===== config.mk =====
export PLATFORM = sky130hd
export DESIGN_NAME = gray_seq_ctrl
export DESIGN_NICKNAME = d
export VERILOG_FILES = /design/src/rtl/gray_seq_ctrl.sv
export SDC_FILE = /design/constraint.sdc
export NUM_CORES = 1
export LEC_CHECK = 0
export ABC_AREA = 1
export CAP_MARGIN = 30
export CORE_AREA = 2 2 51 53
export DETAILED_ROUTE_END_ITERATION = 16
export DIE_AREA = 0 0 53 55
export PLACE_DENSITY = 0.79
export SYNTH_ARGS = -nofsm -noshare
export SYNTH_HDL_FRONTEND = slang
export SYNTH_SLANG_ARGS = --single-unit

===== constraint.sdc =====
create_clock -name clk -period 2.3 [get_ports clk]
set_input_delay 0.46 -clock clk [delete_from_list [all_inputs] [get_ports clk]]
set_output_delay 0.46 -clock clk [all_outputs]
set_load 0.01 [all_outputs]

===== src/rtl/gray_seq_ctrl.sv =====
// Command-driven sequencer for a Gray counter. It accepts STOP / STEP / BURST / RUN
// commands on a valid-ready port, drives the counter enable, and watches the counter's
// Gray output for wrap-around and illegal multi-bit transitions.
module gray_seq_ctrl #(
  parameter int unsigned SIZE  = 16,
  parameter int unsigned LEN_W = 8
) (
  input  logic                      clk,
  input  logic                      reset,
  input  logic                      cmd_valid_i,
  output logic                      cmd_ready_o,
  input  logic [1:0]                cmd_op_i,
  input  logic [LEN_W-1:0]          cmd_len_i,
  input  logic                      hold_i,
  input  logic [$clog2(SIZE)-1:0]   cnt_gray_i,
  output logic                      cnt_en_o,
  output logic                      busy_o,
  output logic                      done_o,
  output logic                      cmd_err_o,
  output logic                      wrap_o,
  output logic                      gray_err_o
);

  localparam int unsigned W = $clog2(SIZE);

  localparam logic [1:0] OpStop  = 2'b00;
  localparam logic [1:0] OpStep  = 2'b01;
  localparam logic [1:0] OpBurst = 2'b10;
  localparam logic [1:0] OpRun   = 2'b11;

  localparam logic [LEN_W-1:0] LenOne  = LEN_W'(1);
  localparam logic [W-1:0]     GrayOne = W'(1);

  typedef enum logic [1:0] {
    StIdle,
    StStep,
    StBurst,
    StRun
  } state_e;

  state_e            state_q, state_d;
  logic [LEN_W-1:0]  remaining_q, remaining_d;
  logic              cnt_en_q, cnt_en_d;
  logic              done_q, done_d;
  logic              cmd_err_q, cmd_err_d;
  logic              wrap_q, wrap_d;
  logic              gray_err_q, gray_err_d;
  logic [W-1:0]      gray_prev_q;

  logic              cmd_acc;
  logic [W-1:0]      gray_diff;
  logic              gray_changed;
  logic              gray_one_bit;
  logic              gray_to_zero;

  // State register and all registered outputs, cleared by the asynchronous reset.
  always_ff @(posedge clk or posedge reset) begin
    if (reset) begin
      state_q     <= StIdle;
      remaining_q <= '0;
      cnt_en_q    <= 1'b0;
      done_q      <= 1'b0;
      cmd_err_q   <= 1'b0;
      wrap_q      <= 1'b0;
      gray_err_q  <= 1'b0;
      gray_prev_q <= '0;
    end else begin
      state_q     <= state_d;
      remaining_q <= remaining_d;
      cnt_en_q    <= cnt_en_d;
      done_q      <= done_d;
      cmd_err_q   <= cmd_err_d;
      wrap_q      <= wrap_d;
      gray_err_q  <= gray_err_d;
      gray_prev_q <= cnt_gray_i;
    end
  end

  // Next-state: command decode, step/burst bookkeeping and completion pulses.
  // An enable cycle is "consumed" when cnt_en_q was high during the current cycle,
  // so cycles suppressed by hold never count against a STEP or BURST.
  always_comb begin
    state_d     = state_q;
    remaining_d = remaining_q;
    done_d      = 1'b0;
    cmd_err_d   = 1'b0;
    unique case (state_q)
      StIdle: begin
        if (cmd_acc) begin
          unique case (cmd_op_i)
            OpStop: begin
              state_d = StIdle;
            end
            OpStep: begin
              state_d = StStep;
            end
            OpBurst: begin
              if (cmd_len_i != '0) begin
                state_d     = StBurst;
                remaining_d = cmd_len_i;
              end else begin
                // Zero-length burst completes immediately without enabling.
                done_d = 1'b1;
              end
            end
            OpRun: begin
              state_d = StRun;
            end
            default: begin
              state_d = StIdle;
            end
          endcase
        end
      end
      StStep: begin
        if (cnt_en_q) begin
          state_d = StIdle;
          done_d  = 1'b1;
        end
      end
      StBurst: begin
        if (cnt_en_q) begin
          remaining_d = remaining_q - LenOne;
          if (remaining_q == LenOne) begin
            state_d = StIdle;
            done_d  = 1'b1;
          end
        end
      end
      StRun: begin
        if (cmd_acc) begin
          if (cmd_op_i == OpStop) begin
            state_d = StIdle;
          end else begin
            // Anything but STOP is dropped while free-running.
            cmd_err_d = 1'b1;
          end
        end
      end
      default: begin
        state_d = StIdle;
      end
    endcase
  end

  // Outputs: handshake/status decode and the next value of the registered enable.
  always_comb begin
    cmd_ready_o = (state_q == StIdle) || (state_q == StRun);
    busy_o      = (state_q != StIdle);
    cmd_acc     = cmd_valid_i && cmd_ready_o;
    // Enable follows the state we are about to enter, gated by this cycle's hold.
    cnt_en_d    = (state_d != StIdle) && !hold_i;
    cnt_en_o    = cnt_en_q;
    done_o      = done_q;
    cmd_err_o   = cmd_err_q;
    wrap_o      = wrap_q;
    gray_err_o  = gray_err_q;
  end

  // Monitor: compares the counter output with last cycle's value, independent of state.
  // A change to zero is a wrap and may flip several bits when SIZE is not a power of 2.
  always_comb begin
    gray_diff    = cnt_gray_i ^ gray_prev_q;
    gray_changed = (gray_diff != '0);
    gray_one_bit = gray_changed && ((gray_diff & (gray_diff - GrayOne)) == '0);
    gray_to_zero = gray_changed && (cnt_gray_i == '0);
    wrap_d       = gray_to_zero;
    gray_err_d   = gray_err_q || (gray_changed && !gray_to_zero && !gray_one_bit);
  end

endmodule


# --- After elaboration in Yosys (flattened, before gate mapping) ---
# Cells that the tools add are included.
word_totals:
  reg_bits: 19
  input_bits: 18
  output_inout_bits: 7
  wordCells: 68
op_classes:
  n_addsub: 2
  n_eq_ne: 11
  muxes: 24
  bitwise_logic: 2
  n_reduce_logical: 21
op_table:
  columns: ["operator", "n"]
  rows:
  - ["two-way mux 8 bit", 4]
  - ["case mux 2 bit (4 select lines)", 2]
  - ["case mux 8 bit (2 select lines)", 1]
  - ["two-way mux 2 bit", 7]
  - ["two-way mux 1 bit", 9]
  - ["equality test 2 bit, second input constant", 4]
  - ["equality test 8 x 1 -> 1 bit, second input constant", 1]
  - ["zero test 4 bit", 2]
  - ["nonzero test 8 bit", 1]
  - ["subtractor 8 x 1 -> 8 bit, second input constant", 1]
  - ["logical AND 1 bit", 6]
  - ["inequality test 2 bit, second input constant", 3]
  - ["nonzero test 2 bit", 3]
  - ["AND reduction 5 bit", 1]
  - ["AND 4 bit", 1]
  - ["equality test 2 x 1 -> 1 bit, second input constant", 2]
  - ["zero test 2 bit", 2]
  - ["nonzero test 4 bit", 1]
  - ["subtractor 4 x 1 -> 4 bit, second input constant", 1]
  - ["XOR 4 bit", 1]
  - ["zero test 1 bit", 3]
  - ["case mux 1 bit (3 select lines)", 1]
  - ["logical OR 1 bit", 2]
  - ["inequality test 2 x 1 -> 1 bit, second input constant", 1]

# --- Longest topological paths before layout ---
# Gate-level depths: netlist (run 1).
depth:
  depth_word: 8
  ltp_mapped: 13
  depth_no_buf: 12

# --- Worst setup path before layout (run 1) ---
# OpenSTA, ideal clock, no wires.
synth_path:
  path_type: "register -> register"
  start: "register state_q[0]"
  end: "register remaining_q[3]"
  setup_ns: 0.117
  t_arrival_ns: 1.459
  setup_slack_ns: 0.724
  stages_incl_launch_ff: 14
  synth_period_minus_slack_ns: 1.576
  cell_sequence: "dfrtp_1 -> inv_1 -> ha_1 -> inv_2 -> nor2_2 -> nand2_1 -> nor2_1 -> o21ai_1 -> nand2_1 -> o21ai_2 -> clkinv_4 -> buf_12 -> nand2_2 -> o21ai_2"
synth_via:
  elab_chain_len: 5
  word_cells_on_any_way: 12
synth_rtl:
  columns: ["element", "line", "source"]
  rows:
  - ["start: declaration", "41", "state_e state_q, state_d;"]
  - ["start signal: assignment", "59", "state_q <= StIdle;"]
  - ["start signal: assignment", "68", "state_q <= state_d;"]
  - ["equality test 2 bit / zero test 2 bit (equally long branches)", "148, 87", null]
  - ["logical OR 1 bit", "148", "cmd_ready_o = (state_q == StIdle) || (state_q == StRun);"]
  - ["logical AND 1 bit", "150", "cmd_acc = cmd_valid_i && cmd_ready_o;"]
  - ["inequality test 2 bit (no source line)", null, null]
  - ["AND reduction 5 bit (no source line)", null, null]
  - ["end signal: assignment", "69", "remaining_q <= remaining_d;"]
  - ["end: declaration", "42", "logic [LEN_W-1:0] remaining_q, remaining_d;"]
# Parallel ways exist; a longest one is shown, timed or not.
# A chain may end at the register's enable or synchronous reset.

# --- Final worst setup path (run 1) ---
layout_path:
  start: "register state_q[0]"
  end: "output cmd_ready_o"
layout_via:
  elab_chain_len: 2
  word_cells_on_any_way: 3
layout_rtl:
  columns: ["element", "line", "source"]
  rows:
  - ["equality test 2 bit / zero test 2 bit (equally long branches)", "148", null]
  - ["logical OR 1 bit (*)", "148", null]
  - ["end: declaration", "11", "output logic cmd_ready_o,"]
# Mark *: on every way between the ends. The rest lies on a longest branch, timed or not.

==> impl_metrics.toml, run 1 <==
[run_status]
outcome = "finished clean"

[detailed_routing]
wl_per_cell_um = 11.4
viasPerCell = 5.06
wl_met3_um = 156
drc_errors = 0
drt-total-wl_um = 2580
highest_layer = "met4"
met2_length_um = 1310
num_vias = 1144
drt_first_pass_iters = 4
drtAntennaViolNets = 0
met1_length_um = 1070
drt_iter0_drc = 25

[synth]
yosysTopAreaCellShare_pct = 39.2
syn_nets = 192
ys_types = 22
synth_top_family_by_area = "simple AND/OR/NAND/NOR gates"
synth_top_cells_by_area = "dfrtp_1 (39%), nand2_1 (17%), nor2_1 (6.5%)"
synth_top_cell_by_area = "dfrtp_1"
synthSimpleGateAreaFrac_pct = 31.3
muxShareOfSynthArea_pct = 0
synthAdderAreaFrac_pct = 6.19
ys_ff_latch = 19
synth_cells = 168
synth_compound_area_share_pct = 9.91
syn_area_per_cell_um2 = 7.22
synth_xor_area_share_pct = 3.61
seq_area_frac_synth_pct = 39.2
ys.warnings.count = 0
synthesis.area_um2 = 1210

[clock_network]
cts_tree = "done"
clock-root-buffer = "clkbuf_4"
cts_made_buffers = 3
cts_sinks = 19
cts_max_level = 1
cts_resized = 0
max-clock-path-buffers = 2
worstSkewPairLatency_ns = 0.31
hold_buffers = 0
clk_pin_slew_ns = 0.11
post-cts-setup-buffers = 0

[floorplan]
start_util_pct = 51.3
num_io_pins = 25
fp.dieArea_um2 = 2920
fp.dieW_um = 53
core_um2 = 2360
num_rows = 18
die_h_um = 55

[timing]
setup_tns_ns = 0
period_needed_ns = 2.20
finalHoldViolCount = 0
skew_ns = 0.00775
slew_headroom_pct = 51.9
max_freq_mhz = 455
period_share_pct = 95.5
worstMarginPinSlew_ns = 0.720
final_max_slew_viol_count = 0
rsz0062_at_grt = "no"
setup_viol = 0

[setup_path]
crit_path_max_incr_delay_ns = 0.52
cp.required_ns = 1.84
worst_setup_path_end_kind = "output pin"
crit_start = "state_q[0]"
cp_slowest_cell = "clkdlybuf4s50_1"
rr_endpoint = "remaining_q[7]"
r2r_cells = 7
critical_path.max_fanout = 4
cpMostUsedCell = "inv_1"
r2r-start = "state_q[0]"
start_kind = "flop"
path_cells = "inv_1 -> ha_1 -> inv_1 -> clkdlybuf4s50_1"
critical_path_class = "flop to output pin"
rrSetupSlack_ns = 0.53
crit_path_end = "cmd_ready_o"
cp.arrival_ns = 1.74

[min_path]
min-delay-start = "gray_err_o"
hold_path.class = "flop to flop"
worstHoldPathCells = 2

[grt]
grt_max_degree = 20
grt_pass1_vias = 1054
antenna_found_initial = 0
gr-total-overflow = 0
grt_pass1_wl_um = 4350
grt_use_total_pct = 20.9

[final_layout]
syn_to_final_growth_pct = 24.5
layout_common_cells = "nand2_1 (54), clkdlybuf4s50_1 (24), nor2_1 (21)"
fill_cells = 225
fin_nets = 221
layout-drive-gt1-share_pct = 12.8
final_common_cell = "nand2_1"
final_util_pct = 63.8
diodes = 0

[placement]
dpl.hpwl_um = 2070
gp_congestion = 0.809
io_buffer_count = 24

[pwr]
power_leakage_nw = 0.758
peakVddDrop_mv = 1.06
power_density_nw_per_um2 = 1090

[run]
maxCapViolCount = 0
-- worst min-delay path by stage --
stage	end	slack [ns]
floorplan	cmd_err_o	0.41
global placement	gray_err_o	0.45
detailed placement	gray_err_o	0.46
CTS	gray_err_o	0.48
global route	gray_err_o	0.51
finish	gray_err_o	0.48
-- cells in the mapped netlist --
master / n
nor4_1: 1
nand2_2: 4
a21oi_1: 2
dfrtp_1: 19
buf_12: 1
nand2_1: 54
o21ai_1: 7
nor2_2: 1
ha_1: 6
nor2_1: 21
o21ai_0: 5
clkbuf_1: 1
inv_1: 14
nand3_1: 8
o31ai_1: 1
nand4_1: 2
inv_2: 9
xor2_1: 5
o211ai_1: 1
or4_1: 1
o21ai_2: 4
clkinv_4: 1
-- layout make-up --
type / instances / area, µm² / area share, %
flip-flops and latches: 19 / 475 / 31.5
clock inverters: 1 / 5.00 / 0.332
well taps: 30 / 37.5 / 2.49
multi-input cells: 123 / 618 / 41.0
inverters: 24 / 95.1 / 6.30
clock buffers: 3 / 22.5 / 1.49
repair buffers: 26 / 255 / 16.9
-- state kept, by name, indices dropped and copies added, names as in the netlist --
signal,cells
remaining_q,8
gray_prev_q,4
state_q,2
cmd_err_o,1
cnt_en_o,1
done_o,1
gray_err_o,1
wrap_o,1
-- power by group --
group | leakage (nW) | internal, mW | total, mW | switching (mW)
clock network | 0.0177 | 0.0650 | 0.176 | 0.111
logic | 0.505 | 0.375 | 0.955 | 0.580
registers | 0.235 | 0.435 | 0.521 | 0.0852
-- stage by stage --
| stage | hold WS (ns) | total power [mW] | cell area [µm²] | std cells | setup slack [ns] |
|---|---|---|---|---|---|
| 4_1_cts | 0.483 | 1.64 | 1490 | 224 | 0.0844 |
| 2_1_floorplan | 0.411 | 1.23 | 1210 | 168 | 0.724 |
| 3_3_place_gp | 0.446 | 1.43 | 1470 | 220 | 0.433 |
| 6_report | 0.479 | 1.65 | 1510 | 226 | 0.104 |
| 5_1_grt | 0.511 | 1.81 | 1510 | 226 | 0.0160 |
| 3_5_place_dp | 0.458 | 1.46 | 1470 | 220 | 0.399 |
-- critical path, delay by kind of cell (launching register included) --
kind	cells	cell delay (ns)
buffers and inverters	3	0.68
DFF	1	0.41
adders and majority gates	1	0.34
-- cell families (layout without fill, tap and decap cells) --
kind of cell             Yosys count  in the layout
AO/OA/AOI/OAI                     20             20
adder cells (fa/ha/maj)            6              6
flip-flops                        19             19
XOR/XNOR                           5              5
buffers and inverters             26             54
AND/OR/NAND/NOR                   92             92
-- routing by layer --
metal / global-route usage (%) / up-vias
li1: - / 583
met1: 24.9 / 523
met2: 37.9 / 34
met3: 2.69 / 4
met4: 8.97 / 0
met5: 0 / -
Power figures use the tool's default switching activity.
==> run 2, diff against run 1 <==
ABC_CLOCK_PERIOD_IN_PS = 2300   (was not set)
CORE_AREA = 2 2 59 61   (was 2 2 51 53)
DIE_AREA = 0 0 61 63   (was 0 0 53 55)
PLACE_DENSITY = 0.61   (was 0.79)
==> impl_metrics.toml, run 2 (synthesized netlist as in run 1, its figures left out) <==
[run_status]
outcome = "finished clean"

[final_layout]
reg.largest.list = "remaining_q (8), gray_prev_q (4), state_q (2)"
layout-drive-gt1-share_pct = 12.8
max_flop_register = "remaining_q"
layout_common_cells = "nand2_1 (54), clkdlybuf4s50_1 (24), nor2_1 (21)"
final_util_pct = 47.3
multiInputGateArea_um2 = 618
largest_reg_flops = 8
fin_nets = 221
ff_latch_area_um2 = 475
fill_cells = 339
final_common_cell = "nand2_1"
syn_to_final_growth_pct = 26.1
diodes = 0

[grt]
gr-total-overflow = 0
grt_pass1_wl_um = 4350
grt_use_total_pct = 14.6
grt_max_degree = 20
grt_pass1_vias = 1089
antenna_found_initial = 0

[clock_network]
clock-root-buffer = "clkbuf_4"
cts_resized = 0
post-cts-setup-buffers = 0
cts_sinks = 19
cts_max_level = 1
cts_made_buffers = 3
clk_pin_slew_ns = 0.12
worstSkewPairLatency_ns = 0.30
max-clock-path-buffers = 2
hold_buffers = 0
cts_tree = "done"

[detailed_routing]
viasPerCell = 4.58
drtAntennaViolNets = 0
wl_per_cell_um = 10.3
drt_iter0_drc = 43
drc_errors = 0
num_vias = 1109
drt_first_pass_iters = 4
drt-total-wl_um = 2500

[floorplan]
die_h_um = 63
num_io_pins = 25
start_util_pct = 37.5
fp.dieArea_um2 = 3840
fp.dieW_um = 61
core_um2 = 3230
num_rows = 21

[timing]
timing.final.ws_setup_ns = 0.0995
period_needed_ns = 2.20
finalHoldViolCount = 0
setup_viol = 0
worstMarginPinSlew_ns = 0.327
max_freq_mhz = 454
period_share_pct = 95.7
final_max_slew_viol_count = 0
slew_headroom_pct = 78.0
skew_ns = 0.00267

[pwr]
power_leakage_nw = 0.758
peakVddDrop_mv = 0.679
power.total_mw = 1.64
power_density_nw_per_um2 = 1070

[setup_path]
cp.arrival_ns = 1.74
path_cells = "inv_1 -> ha_1 -> inv_1 -> clkdlybuf4s50_1"
start_kind = "flop"
cp_slowest_cell = "clkdlybuf4s50_1"
crit_path_max_incr_delay_ns = 0.53
worst_setup_path_end_kind = "output pin"
cpMostUsedCell = "inv_1"
critical_path_class = "flop to output pin"
critical_path.max_fanout = 4
cp.required_ns = 1.84

[placement]
gp_congestion = 0.817
place_ws_ns = 0.365
io_buffer_count = 24
dpl.hpwl_um = 2020

[min_path]
hold_path.class = "primary input to async pin"

[run]
maxCapViolCount = 0
run 2: cell counts in the layout (fill, tap and decap cells not counted):
Identical to the previous run, type by type.
run 2: where the power goes:
group | leakage [nW] | switching, mW | internal (mW)
combinational | 0.505 | 0.575 | 0.367
clock | 0.0177 | 0.112 | 0.0649
sequential | 0.235 | 0.0817 | 0.435
total | 0.758 | 0.769 | 0.868
run 2: worst paths after layout:
path	startpoint	end	slack [ns]	cells past startpoint
max reg2reg	state_q[0]	remaining_q[0]	0.46	7
min in group clk	gray_err_o	gray_err_o	0.47	2
max	state_q[0]	cmd_ready_o	0.1	4
max in group asynchronous	reset	gray_prev_q[1]	1.65	3
min	reset	gray_prev_q[0]	0.46	3
min reg2reg	gray_err_o	gray_err_o	0.47	2
run 2: metrics by stage:
| stage | TNS [ns] | instances | area, µm² | hold slack (ns) |
|---|---|---|---|---|
| 6_report | 0 | 242 | 1530 | 0.456 |
| 5_1_grt | -0.00656 | 242 | 1530 | 0.472 |
| 4_1_cts | 0 | 241 | 1520 | 0.470 |
| 3_5_place_dp | 0 | 237 | 1490 | 0.453 |
| 3_3_place_gp | 0 | 237 | 1490 | 0.447 |
| 2_1_floorplan | 0 | 168 | 1210 | 0.411 |
run 2: layout make-up:
class,instances,share of cell area (%)
Clock inverter,1,0.327
Multi-Input combinational cell,123,40.4
Inverter,24,6.22
Sequential cell,19,31.1
Timing Repair Buffer,26,16.7
Tap cell,46,3.76
Clock buffer,3,1.47
run 2: critical path: cells and delay by family (launching register included):
kind / cells / cell delay [ns]
buffers and inverters: 3 / 0.69
DFF: 1 / 0.42
adders and majority gates: 1 / 0.33
run 2: routing by layer:
| layer | track usage [%] | up-vias | wire length, µm |
|---|---|---|---|
| met4 | 4.08 | 0 | 29 |
| met3 | 2.48 | 5 | 95 |
| met5 | 0 | - | 0 |
| met2 | 23.4 | 16 | 1170 |
| li1 | - | 580 | - |
| met1 | 20.0 | 508 | 1210 |
